**src/rtl/tiny_fpga_cfg_pkg.sv**
```systemverilog
// Shared types and helpers for the tiny FPGA configuration loader.
package tiny_fpga_cfg_pkg;

  typedef enum logic [1:0] {IDLE, LOAD, DONE, ERROR} cfg_load_state_e;

  function automatic int cfg_beats(input int cfg_bits, input int data_width);
    return cfg_bits / data_width;
  endfunction

endpackage

```
**src/rtl/axi_stream_if.sv**
```systemverilog
// Minimal AXI-stream bundle (no tkeep/tuser) used to carry the configuration bitstream.
interface axi_stream_if #(
  parameter int DATA_WIDTH = 1
);
  logic                  tvalid;
  logic                  tready;
  logic [DATA_WIDTH-1:0] tdata;
  logic                  tlast;

  modport master (output tvalid, output tdata, output tlast, input tready);
  modport slave  (input tvalid, input tdata, input tlast, output tready);
endinterface

```
**src/rtl/cfg_shift_reg.sv**
```systemverilog
// MSB-first shadow shift register: new beats enter at the LSB end.
module cfg_shift_reg #(
  parameter int DATA_WIDTH = 1,
  parameter int CFG_BITS   = 16
) (
  input  logic                  clk,
  input  logic                  rst_n,
  input  logic                  shift_en,
  input  logic [DATA_WIDTH-1:0] din,
  output logic [CFG_BITS-1:0]   shifted
);

  logic [CFG_BITS-1:0] shadow;

  // The post-shift value is exported so the caller can commit it on the same
  // edge that accepts the final beat.
  generate
    if (CFG_BITS == DATA_WIDTH) begin : g_single_beat
      assign shifted = din;
    end else begin : g_multi_beat
      assign shifted = {shadow[CFG_BITS-DATA_WIDTH-1:0], din};
    end
  endgenerate

  // NOTE: the shadow is a plain register bank, so it takes the async reset like
  // any other flop; it is not a RAM and gains nothing by skipping reset.
  always_ff @(posedge clk or negedge rst_n) begin
    if (!rst_n) begin
      shadow <= '0;
    end else if (shift_en) begin
      shadow <= shifted;
    end
  end

endmodule

```
**src/rtl/tiny_fpga_cfg_loader.sv**
```systemverilog
// Configuration loader: shifts a framed bitstream into a shadow register and
// commits it to cfg_word only when the frame length matches exactly.
module tiny_fpga_cfg_loader
  import tiny_fpga_cfg_pkg::*;
#(
  parameter int DATA_WIDTH = 1,
  parameter int CFG_BITS   = 16
) (
  input  logic                clk,
  input  logic                rst_n,
  input  logic                cfg,
  axi_stream_if.slave         cfg_bitstream,
  output logic [CFG_BITS-1:0] cfg_word,
  output logic                cfg_ready,
  output logic                cfg_error
);

  localparam int BEATS = cfg_beats(CFG_BITS, DATA_WIDTH);
  localparam int CNT_W = $clog2(BEATS + 1);
  localparam logic [CNT_W-1:0] LAST_CNT = CNT_W'(BEATS - 1);

  generate
    if ((DATA_WIDTH < 1) || (CFG_BITS % DATA_WIDTH != 0)) begin : g_bad_params
      $error("CFG_BITS must be a non-zero multiple of DATA_WIDTH");
    end
  endgenerate

  cfg_load_state_e     state;
  logic [CNT_W-1:0]    count;
  logic [CFG_BITS-1:0] shifted;
  logic                beat;

  // tready depends on registered state only, never on tvalid.
  assign cfg_bitstream.tready = (state == LOAD) || (state == ERROR);
  assign beat                 = cfg_bitstream.tvalid && cfg_bitstream.tready;

  cfg_shift_reg #(
    .DATA_WIDTH (DATA_WIDTH),
    .CFG_BITS   (CFG_BITS)
  ) u_shift (
    .clk      (clk),
    .rst_n    (rst_n),
    .shift_en (beat),
    .din      (cfg_bitstream.tdata),
    .shifted  (shifted)
  );

  // NOTE: all state below uses non-blocking assignments so every branch sees
  // the pre-edge values of state/count, exactly like the hardware flops.
  always_ff @(posedge clk or negedge rst_n) begin
    if (!rst_n) begin
      state     <= IDLE;
      count     <= '0;
      cfg_word  <= '0;
      cfg_ready <= 1'b0;
      cfg_error <= 1'b0;
    end else begin
      unique case (state)
        IDLE: begin
          if (cfg) begin
            state     <= LOAD;
            count     <= '0;
            cfg_ready <= 1'b0;
            cfg_error <= 1'b0;
          end
        end
        LOAD: begin
          // Abort wins over any beat presented in the same cycle.
          if (!cfg) begin
            state <= IDLE;
          end else if (beat) begin
            count <= count + CNT_W'(1);
            if (count == LAST_CNT) begin
              if (cfg_bitstream.tlast) begin
                state     <= DONE;
                cfg_word  <= shifted;
                cfg_ready <= 1'b1;
              end else begin
                state     <= ERROR;
                cfg_error <= 1'b1;
              end
            end else if (cfg_bitstream.tlast) begin
              state     <= ERROR;
              cfg_error <= 1'b1;
            end
          end
        end
        DONE: begin
          if (!cfg) state <= IDLE;
        end
        ERROR: begin
          if (!cfg) state <= IDLE;
        end
        default: state <= IDLE;
      endcase
    end
  end

endmodule

```
**src/flat_wrapper.sv**
```systemverilog
// flat-port wrapper written by rule: the top's interface ports become plain ports
module tiny_fpga_cfg_loader_flat import tiny_fpga_cfg_pkg::*;
#(
  parameter int DATA_WIDTH = 1,
  parameter int CFG_BITS   = 16
)
  (clk, rst_n, cfg, cfg_word, cfg_ready, cfg_error, cfg_bitstream_tvalid, cfg_bitstream_tdata, cfg_bitstream_tlast, cfg_bitstream_tready);
  axi_stream_if #(.DATA_WIDTH(DATA_WIDTH)) cfg_bitstream_i ();
  input  logic clk;
  input  logic rst_n;
  input  logic cfg;
  output logic [CFG_BITS-1:0] cfg_word;
  output logic cfg_ready;
  output logic cfg_error;
  input wire logic [$bits(cfg_bitstream_i.tvalid)-1:0] cfg_bitstream_tvalid;
  input wire logic [$bits(cfg_bitstream_i.tdata)-1:0] cfg_bitstream_tdata;
  input wire logic [$bits(cfg_bitstream_i.tlast)-1:0] cfg_bitstream_tlast;
  output wire logic [$bits(cfg_bitstream_i.tready)-1:0] cfg_bitstream_tready;
  assign cfg_bitstream_i.tvalid = cfg_bitstream_tvalid;
  assign cfg_bitstream_i.tdata = cfg_bitstream_tdata;
  assign cfg_bitstream_i.tlast = cfg_bitstream_tlast;
  assign cfg_bitstream_tready = cfg_bitstream_i.tready;
  tiny_fpga_cfg_loader #(.DATA_WIDTH(DATA_WIDTH), .CFG_BITS(CFG_BITS)) u_core (.clk(clk), .rst_n(rst_n), .cfg(cfg), .cfg_bitstream(cfg_bitstream_i), .cfg_word(cfg_word), .cfg_ready(cfg_ready), .cfg_error(cfg_error));
endmodule
```
**config.mk**
```make
export PLATFORM = sky130hd
export DESIGN_NAME = tiny_fpga_cfg_loader_flat
export DESIGN_NICKNAME = d
export VERILOG_FILES = /design/src/rtl/tiny_fpga_cfg_pkg.sv /design/src/rtl/axi_stream_if.sv /design/src/rtl/cfg_shift_reg.sv /design/src/rtl/tiny_fpga_cfg_loader.sv /design/src/flat_wrapper.sv
export SDC_FILE = /design/constraint.sdc
export NUM_CORES = 1
export LEC_CHECK = 0
export ABC_AREA = 1
export BUFFER_PORTS_ARGS = -buffer_cell sky130_fd_sc_hd__buf_2
export CAP_MARGIN = 20
export CORE_MARGIN = 10
export CORE_UTILIZATION = 40
export DETAILED_ROUTE_END_ITERATION = 16
export SYNTH_ARGS = -nofsm -noshare
export SYNTH_HDL_FRONTEND = slang
export SYNTH_SLANG_ARGS = --single-unit
export TNS_END_PERCENT = 50
```
**constraint.sdc**
```tcl
create_clock -name clk -period 2.8 [get_ports clk]
set_clock_uncertainty 0.05 [all_clocks]
set_input_delay 0.56 -clock clk [delete_from_list [all_inputs] [get_ports clk]]
set_output_delay 0.56 -clock clk [all_outputs]
set_load 0.02 [all_outputs]
```
==> flow_summary_export.csv, run 1 <==
group,metric,value,unit
logic_synthesis,syn_nets,188,
run_status,status,"complete, no violations",
route,route.vias.total,1192,
logic_synthesis,yosysWarnings,0,
sta,rsz0062_at_grt,"no",
placement,dpl.hpwl,2340,um
layout,syn2layout_area_growth,12.5,%
logic_synthesis,synth_top_area_share,57.3,%
die,row_count,23,
worst_hold_path,hold_class,"in2async",
sta,hold_viol,0,
layout,layout_commonest_cell,"dfrtp_1",
pwr,leakage,0.996,nW
logic_synthesis,synth_top_cell_by_area,"dfrtp_1",
layout,fin_util,47.7,%
critical_path,r2r_setup_slack,0.66,ns
die,die_y,86.1,um
clock_network,cts_tree,"yes",
critical_path,crit_buf_inv,1,
die,initial_core_util,42.4,%
global_routing,grt_pass1_vias,1289,
logic_synthesis,synth.distinct_cells,20,
clock_network,clock-sinks,40,
route,wl_met1,1460,um
logic_synthesis,synthTopCellsByArea,"dfrtp_1 (57%), o21ai_2 (7.5%), nand2_1 (6.7%)",
die,fp.dieArea,7410,um^2
sta,max_freq,0.468,GHz
die,ios,25,
critical_path,crit_chain,"ha_1, nand2_1, nor2_1, ha_1, nand2_1, inv_1, nand2_2, nand2_1, o21ai_2",
route,drt_iter0_drc,66,
clock_network,clk_latency,0.28,ns
critical_path,max_stage_delay,0.48,ns
logic_synthesis,synth_area,1750,um^2
layout,drive_gt1_share,32.8,%
logic_synthesis,synthCells,179,
sta,relSlewSlack,42.5,%
sta,worst_pin_slew,0.862,ns
sta,maxSlewViolCount,0,
logic_synthesis,seq_area_frac_synth,57.3,%
clock_network,clk_pin_slew,0.07,ns
route,met2_length,1560,um
pwr,p_per_area,622,nW/um^2
clock_network,root_buffer,"clkbuf_8",
placement,portBuffers,24,
route,top_layer_used,"met4",
clock_network,post_cts_resized,0,
placement,dpl-instance-area,1890,um^2
sta,finalCriticalPeriod,2.14,ns
pwr,p_int,877,uW
critical_path,critPathArrivalTime,2.24,ns
global_routing,grt_max_degree,41,
clock_network,cts_buffer_depth,2,
placement,gp_congestion,0.760,
global_routing,grt_first_pass_wirelength,5720,um
critical_path,crit_start,"u_core.count[0]",
critical_path,worstPathRequired,2.90,ns
layout,final_nets,213,
critical_path,worstPathMaxFanout,31,
route,wl_met3,214,um
critical_path,r2r_end,"u_core.cfg_word[11]",
clock_network,postCtsSetupBuffers,0,
clock_network,cts_inserted_buffers,5,
critical_path,critical-path-top-delay-family,"simple AND/OR/NAND/NOR gates",
layout,design_area,1960,um^2
critical_path,cp-start-kind,"register",
critical_path,reg2reg_depth,9,
die,die_x,86.1,um
pwr,peakVddDrop,0.271,mV
critical_path,cpMaxStageDelayCell,"nand2_2",
pwr,comb_power_share,14.0,%
sta,min_period_over_period,76.3,%
route,avgRoutedWirePerCell,12.8,um
sta,fin_setup_tns,0,ns
route,totalWireLength,3260,um
global_routing,grt_usage,9.39,%
layout,layout_common_cells,"dfrtp_1 (40), nand2_1 (31), inv_1 (24), buf_2 (24), o21ai_0 (18)",
critical_path,criticalPathCategory,"reg2reg",
route,detail-route-antenna-nets,0,
pwr,pwr-share-clk,28.7,%
pwr,power_frac_seq,57.3,%
die,core_area,4120,um^2
logic_synthesis,ys_seq_elements,40,
global_routing,grt-ovfl-total,0,
layout,n_antenna_cell,0,
pwr,finalPower,1.22,mW
route,viasPerCell,4.69,
global_routing,antenna_found_initial,0,
pwr,p_sw,345,uW
critical_path,critPathMostFrequentCell,"nand2_1",
clock_network,cts-htree-levels,2,
sta,setup_violations,0,
critical_path,worstSetupEndpointType,"register",
clock_network,holdBufCountCts,0,
pwr,switching_share,28.2,%
critical_path,r2r_start,"u_core.count[0]",
logic_synthesis,avgSynthCellArea,9.75,um^2
route,dr.pass1.iters,4,
flow_run,maxCapViolCount,0,
route,route.detailed.drc,0,
==> layer usage <==
| metal | vias up | global-route usage, % |
|---|---|---|
| li1 | 610 | - |
| met1 | 557 | 10.0 |
| met2 | 22 | 16.4 |
| met3 | 3 | 3.50 |
| met4 | 0 | 3.59 |
| met5 | - | 0 |
==> final cells by class <==
cell class / count / area [um^2]
Inverter: 25 / 93.8
Fill cell: 387 / 2150
Clock buffer: 6 / 72.6
Clock inverter: 1 / 5.00
Timing Repair Buffer: 25 / 128
Multi-Input combinational cell: 107 / 602
Sequential cell: 40 / 1000
Tap cell: 50 / 62.6
==> power by group through the flow <==
stage	clock [mW]	combinational, mW	sequential (mW)
after floorplan	0	0.123	0.703
after global placement	0	0.167	0.707
after detailed placement	0	0.175	0.712
after CTS	0.371	0.177	0.700
after global routing	0.388	0.204	0.710
final	0.350	0.172	0.700
==> kinds of logic after synthesis <==
family | share of synthesized area [%]
adder cells (fa/ha/maj) | 2.15
AO/OA/AOI/OAI | 14.6
AND/OR/NAND/NOR | 17.7
buffers and inverters | 8.17
flip-flops | 57.3
==> per-stage QoR <==
step	hold WS [ns]	instances	setup WS (ns)
after global placement	0.418	247	0.778
after global routing	0.414	254	0.453
after floorplan	0.214	179	1.28
final	0.334	254	0.665
after CTS	0.370	254	0.651
after detailed placement	0.411	247	0.668
==> synthesized netlist by cell type <==
| library cell | count |
|---|---|
| a21boi_0 | 1 |
| a21oi_1 | 2 |
| buf_6 | 3 |
| clkbuf_1 | 4 |
| dfrtp_1 | 40 |
| ha_1 | 3 |
| inv_1 | 24 |
| inv_2 | 1 |
| nand2_1 | 31 |
| nand2_2 | 17 |
| nand3_1 | 4 |
| nand4_1 | 2 |
| nor2_1 | 8 |
| nor2_2 | 1 |
| nor2_4 | 1 |
| o21ai_0 | 18 |
| o21ai_1 | 2 |
| o21ai_2 | 15 |
| o22ai_1 | 1 |
| or2_2 | 1 |
==> worst max-delay path by stage <==
stage	endpoint	slack (ns)	depth (start not counted)
after detailed placement	u_core.cfg_word[11]	0.67	9
after global routing	u_core.cfg_word[11]	0.45	9
final	u_core.cfg_word[11]	0.66	9
after floorplan	u_core.cfg_word[12]	1.28	10
after global placement	u_core.cfg_word[11]	0.78	9
after CTS	u_core.cfg_word[11]	0.65	9
==> sequential cells by signal, indices dropped and copies added (netlist names) <==
| signal | flops |
|---|---|
| u_core.cfg_error | 1 |
| u_core.count | 5 |
| u_core.cfg_ready | 1 |
| u_core.state | 2 |
| u_core.u_shift.shadow | 15 |
| u_core.cfg_word | 16 |
Note: power is estimated with default switching activity, not from simulation.
==> run 2, diff against run 1 <==
==> constraint.sdc (replaced) <==
create_clock -name clk -period 2.2 [get_ports clk]
set_clock_uncertainty 0.05 [all_clocks]
set_input_delay 0.44 -clock clk [delete_from_list [all_inputs] [get_ports clk]]
set_output_delay 0.44 -clock clk [all_outputs]
set_load 0.02 [all_outputs]
==> flow_summary_export.csv, run 2 (synthesized netlist as in run 1, its figures left out) <==
group,metric,value,unit
layout,largest_reg_flops,16,
route,dr.pass1.iters,4,
route,route.vias.total,1236,
clock_network,clk_latency,0.29,ns
sta,worst_pin_slew,0.514,ns
sta,hold_slack,0.0647,ns
layout,n_antenna_cell,0,
clock_network,postCtsSetupBuffers,0,
sta,finalCriticalPeriod,1.84,ns
global_routing,grt_pass1_vias,1268,
route,drt_iter0_drc,47,
critical_path,critPathArrivalTime,1.97,ns
route,viasPerCell,4.81,
layout,layout_common_cells,"dfrtp_1 (40), nand2_1 (31), inv_1 (24), buf_2 (24), o21ai_0 (18)",
run_status,status,"complete, no violations",
critical_path,criticalPathCategory,"reg2reg",
route,totalWireLength,3240,um
clock_network,cts_tree,"yes",
layout,drive_gt1_share,34.3,%
sta,fin_setup_tns,0,ns
layout,top_regs,"u_core.cfg_word: 16 flops, u_core.u_shift.shadow: 15 flops, u_core.count: 5 flops",
placement,dpl.hpwl,2390,um
die,row_count,23,
clock_network,cts_inserted_buffers,5,
layout,top_register,"u_core.cfg_word",
clock_network,post_cts_resized,0,
placement,gp_congestion,0.801,
sta,min_period_over_period,83.4,%
pwr,p_per_area,853,nW/um^2
sta,hold_viol,0,
pwr,peakVddDrop,0.341,mV
critical_path,cp-start-kind,"register",
global_routing,grt-ovfl-total,0,
global_routing,grt_max_degree,31,
critical_path,worstSetupEndpointType,"register",
die,die_x,86.1,um
die,die_y,86.1,um
die,fp.dieArea,7410,um^2
critical_path,r2r_end,"u_core.cfg_word[4]",
critical_path,crit_start,"u_core.count[0]",
sta,maxSlewViolCount,0,
die,ios,25,
sta,max_freq,0.545,GHz
clock_network,cts-htree-levels,2,
clock_network,root_buffer,"clkbuf_8",
layout,final_nets,215,
critical_path,r2r_start,"u_core.count[0]",
placement,portBuffers,24,
route,route.detailed.drc,0,
critical_path,r2r_setup_slack,0.36,ns
layout,design_area,2050,um^2
critical_path,worstPathMaxFanout,23,
sta,relSlewSlack,65.7,%
critical_path,worstPathRequired,2.33,ns
sta,setup_violations,0,
placement,dpl-instance-area,1930,um^2
clock_network,cts_buffer_depth,2,
clock_network,holdBufCountCts,0,
layout,syn2layout_area_growth,17.3,%
global_routing,grt_usage,9.16,%
route,detail-route-antenna-nets,0,
clock_network,clk_pin_slew,0.08,ns
layout,fin_util,49.8,%
die,core_area,4120,um^2
layout,layout_commonest_cell,"dfrtp_1",
worst_hold_path,hold_class,"in2async",
critical_path,reg2reg_depth,10,
die,initial_core_util,42.4,%
pwr,leakage,1.04,nW
global_routing,grt_first_pass_wirelength,5580,um
route,avgRoutedWirePerCell,12.6,um
clock_network,clock-sinks,40,
global_routing,antenna_found_initial,0,
sta,rsz0062_at_grt,"no",
flow_run,maxCapViolCount,0,
## run 2: cell types whose count changed in the layout (fill, tap and decap cells not counted), sizes merged
cell,change
buf,+2
bufinv,+1
## run 2: how the worst max path moves through the flow
stage / to / slack [ns] / depth (start not counted)
final: u_core.cfg_word[4] / 0.36 / 10
after global routing: u_core.cfg_word[3] / 0.23 / 10
after CTS: u_core.cfg_word[4] / 0.34 / 10
after detailed placement: u_core.cfg_word[10] / 0.36 / 10
after global placement: u_core.cfg_word[5] / 0.46 / 10
after floorplan: u_core.cfg_word[12] / 0.68 / 10
## run 2: metrics by stage
step                      setup slack (ns)  total power, mW  instances
after floorplan                      0.685             1.05        179
after global placement               0.464             1.12        249
after detailed placement             0.359             1.13        249
after CTS                            0.343             1.77        257
after global routing                 0.228             1.85        257
final                                0.365             1.75        257
## run 2: worst max-delay path, cell delays in order (launching register included)
cell and delay (ns):
dfrtp_1 0.43, ha_1 0.19, nand2_1 0.07, nor2_1 0.14, ha_1 0.16, nand2_1 0.06
inv_1 0.10, nand2_2 0.18, buf_12 0.23, nand2_2 0.07, o21ai_2 0.05
## run 2: area by class of cell
| class | instances | area [um^2] |
|---|---|---|
| clock buffers | 6 | 82.6 |
| clock inverters | 2 | 38.8 |
| fillers | 390 | 2070 |
| inverters | 25 | 93.8 |
| multi-input cells | 107 | 602 |
| flip-flops and latches | 40 | 1000 |
| well taps | 50 | 62.6 |
| repair buffers | 27 | 168 |
## run 2: where the power goes
group	internal (mW)	switching, mW
clock	0.371	0.261
sequential	0.831	0.0618
combinational	0.0731	0.149
## run 2: routing by layer
metal  global-route usage (%)  part of all wire, %  up-vias
met5                        0                    0        -
met1                     11.3                   48      593
met2                     14.2                   46       28
li1                         -                    -      613
met3                     3.60                  5.8        2
met4                     3.14                 0.40        0
==> run 3, diff against run 2 <==
==> constraint.sdc (replaced) <==
create_clock -name clk -period 1.5 [get_ports clk]
set_clock_uncertainty 0.05 [all_clocks]
set_input_delay 0.3 -clock clk [delete_from_list [all_inputs] [get_ports clk]]
set_output_delay 0.3 -clock clk [all_outputs]
set_load 0.02 [all_outputs]
==> flow_summary_export.csv, run 3 (synthesized netlist as in run 1, its figures left out) <==
group,metric,value,unit
run_status,status,"finished, violations left",
run_status,violations,"negative setup slack",
placement,gp_congestion,0.749,
global_routing,grt_usage,9.83,%
critical_path,worstPathMaxFanout,15,
die,ios,25,
flow_run,maxCapViolCount,0,
sta,max_freq,0.649,GHz
route,totalWireLength,3330,um
layout,final_nets,220,
critical_path,criticalPathCategory,"reg2reg",
critical_path,crit_buf_inv,2,
clock_network,clk_pin_slew,0.08,ns
critical_path,critical-path-top-delay-family,"adder cells",
route,route.vias.total,1253,
clock_network,cts-htree-levels,2,
pwr,p_per_area,1150,nW/um^2
placement,dpl-instance-area,1980,um^2
layout,layout_commonest_cell,"dfrtp_1",
pwr,power_frac_seq,53.8,%
global_routing,grt-ovfl-total,0,
placement,dpl.hpwl,2370,um
sta,maxSlewViolCount,0,
global_routing,grt_max_degree,41,
die,fp.dieArea,7410,um^2
worst_hold_path,holdPathStages,3,
critical_path,critPathMostFrequentCell,"nand2_2",
worst_hold_path,min-delay-start,"cfg_bitstream_tdata",
layout,drive_gt1_share,38.7,%
global_routing,grt_first_pass_wirelength,5820,um
die,die_x,86.1,um
layout,n_antenna_cell,0,
global_routing,antenna_found_initial,0,
route,detail-route-antenna-nets,0,
global_routing,grt_pass1_vias,1270,
critical_path,crit_start,"u_core.count[1]",
pwr,switching_share,29.0,%
clock_network,cts_tree,"yes",
clock_network,clk_latency,0.30,ns
pwr,leakage,1.06,nW
clock_network,clock-sinks,40,
route,dr.pass1.iters,5,
critical_path,reg2reg_depth,10,
pwr,p_int,1.72,mW
critical_path,crit_chain,"ha_2, nand2_2, nor2_4, ha_2, nand2_2, inv_2, nand2_4, buf_12, nand2_2, o21ai_2",
layout,register_area,1000,um^2
route,route.detailed.drc,0,
critical_path,max_stage_delay,0.36,ns
sta,rsz0062_at_grt,"yes",
sta,fin_ws,-0.0410,ns
critical_path,critPathArrivalTime,1.68,ns
sta,worst_pin_slew,0.261,ns
layout,fin_util,51.1,%
critical_path,cp-start-kind,"register",
die,initial_core_util,42.4,%
route,avgRoutedWirePerCell,12.7,um
placement,preCtsSetupSlack,-0.0730,ns
pwr,pwr-share-clk,31.4,%
sta,finalCriticalPeriod,1.54,ns
sta,min_period_over_period,103,%
pwr,peakVddDrop,0.460,mV
critical_path,r2r_start,"u_core.count[1]",
die,row_count,23,
sta,relSlewSlack,82.6,%
sta,fin_setup_tns,-0.440,ns
layout,fillers,407,
layout,design_area,2100,um^2
critical_path,crit_cells,10,
worst_hold_path,hold_class,"in2reg",
die,die_y,86.1,um
route,viasPerCell,4.78,
critical_path,worstPathRequired,1.64,ns
layout,top_regs,"u_core.cfg_word: 16 flops, u_core.u_shift.shadow: 15 flops, u_core.count: 5 flops",
placement,portBuffers,24,
layout,multiInputGateArea,628,um^2
layout,top_register,"u_core.cfg_word",
critical_path,cpMaxStageDelayCell,"dfrtp_1",
clock_network,cts_buffer_depth,2,
sta,setup_violations,15,
layout,layout_common_cells,"dfrtp_1 (40), nand2_1 (29), buf_2 (24)",
layout,largest_reg_flops,16,
pwr,finalPower,2.42,mW
die,core_area,4120,um^2
clock_network,cts_inserted_buffers,5,
layout,syn2layout_area_growth,20.5,%
pwr,comb_power_share,14.8,%
critical_path,worstSetupEndpointType,"register",
pwr,p_sw,701,uW
clock_network,root_buffer,"clkbuf_8",
sta,hold_viol,0,
route,drt_iter0_drc,97,
[run 3: layer usage]
metal | share of wire (%) | track usage [%]
met1 | 45 | 11.5
met2 | 46 | 15.0
met3 | 6.4 | 3.88
met4 | 2.5 | 5.54
met5 | 0 | 0
[run 3: what timing repair did]
item,4_1_cts,5_1_grt
pin swaps,2,2
endpoints found under the setup margin,17,19
endpoints found under the hold margin,40,0
hold buffers,1,0
gates resized for setup,0,4
setup buffers,1,0
[run 3: final cells by class]
type / count / area share (%)
multi-input combinational: 107 / 29.9
inverter: 25 / 4.46
tap: 50 / 2.97
timing repair buffer: 32 / 10.5
sequential: 40 / 47.6
clock buffer: 6 / 3.93
clock inverter: 2 / 0.714
[run 3: path summary, 6_finish.rpt]
kind	to	slack, ns
worst max-delay path	u_core.cfg_word[0]	-0.04
min in group asynchronous	u_core.cfg_word[2]	0.45
worst min register to register	u_core.cfg_word[13]	0.44
max in group asynchronous	u_core.u_shift.shadow[7]	0.75
worst max register to register	u_core.cfg_word[0]	-0.04
worst min-delay path	u_core.cfg_word[0]	0.22
[run 3: tightest hold or removal path, cell delays in order]
cell and delay, ns:
buf_2 0.09, inv_1 0.07, o21ai_2 0.06
[run 3: power by group through the flow]
stage,sequential (mW),clock (mW),combinational [mW]
after floorplan,1.31,0,0.232
after global placement,1.31,0,0.344
after detailed placement,1.32,0,0.365
after CTS,1.30,0.781,0.366
after global routing,1.32,0.852,0.422
final,1.30,0.760,0.359
[run 3: per-stage QoR]
stage | hold slack [ns] | instances
global route | 0.238 | 262
CTS | 0.218 | 262
global placement | 0.233 | 252
finish | 0.221 | 262
floorplan | -0.0456 | 179
detailed placement | 0.241 | 252
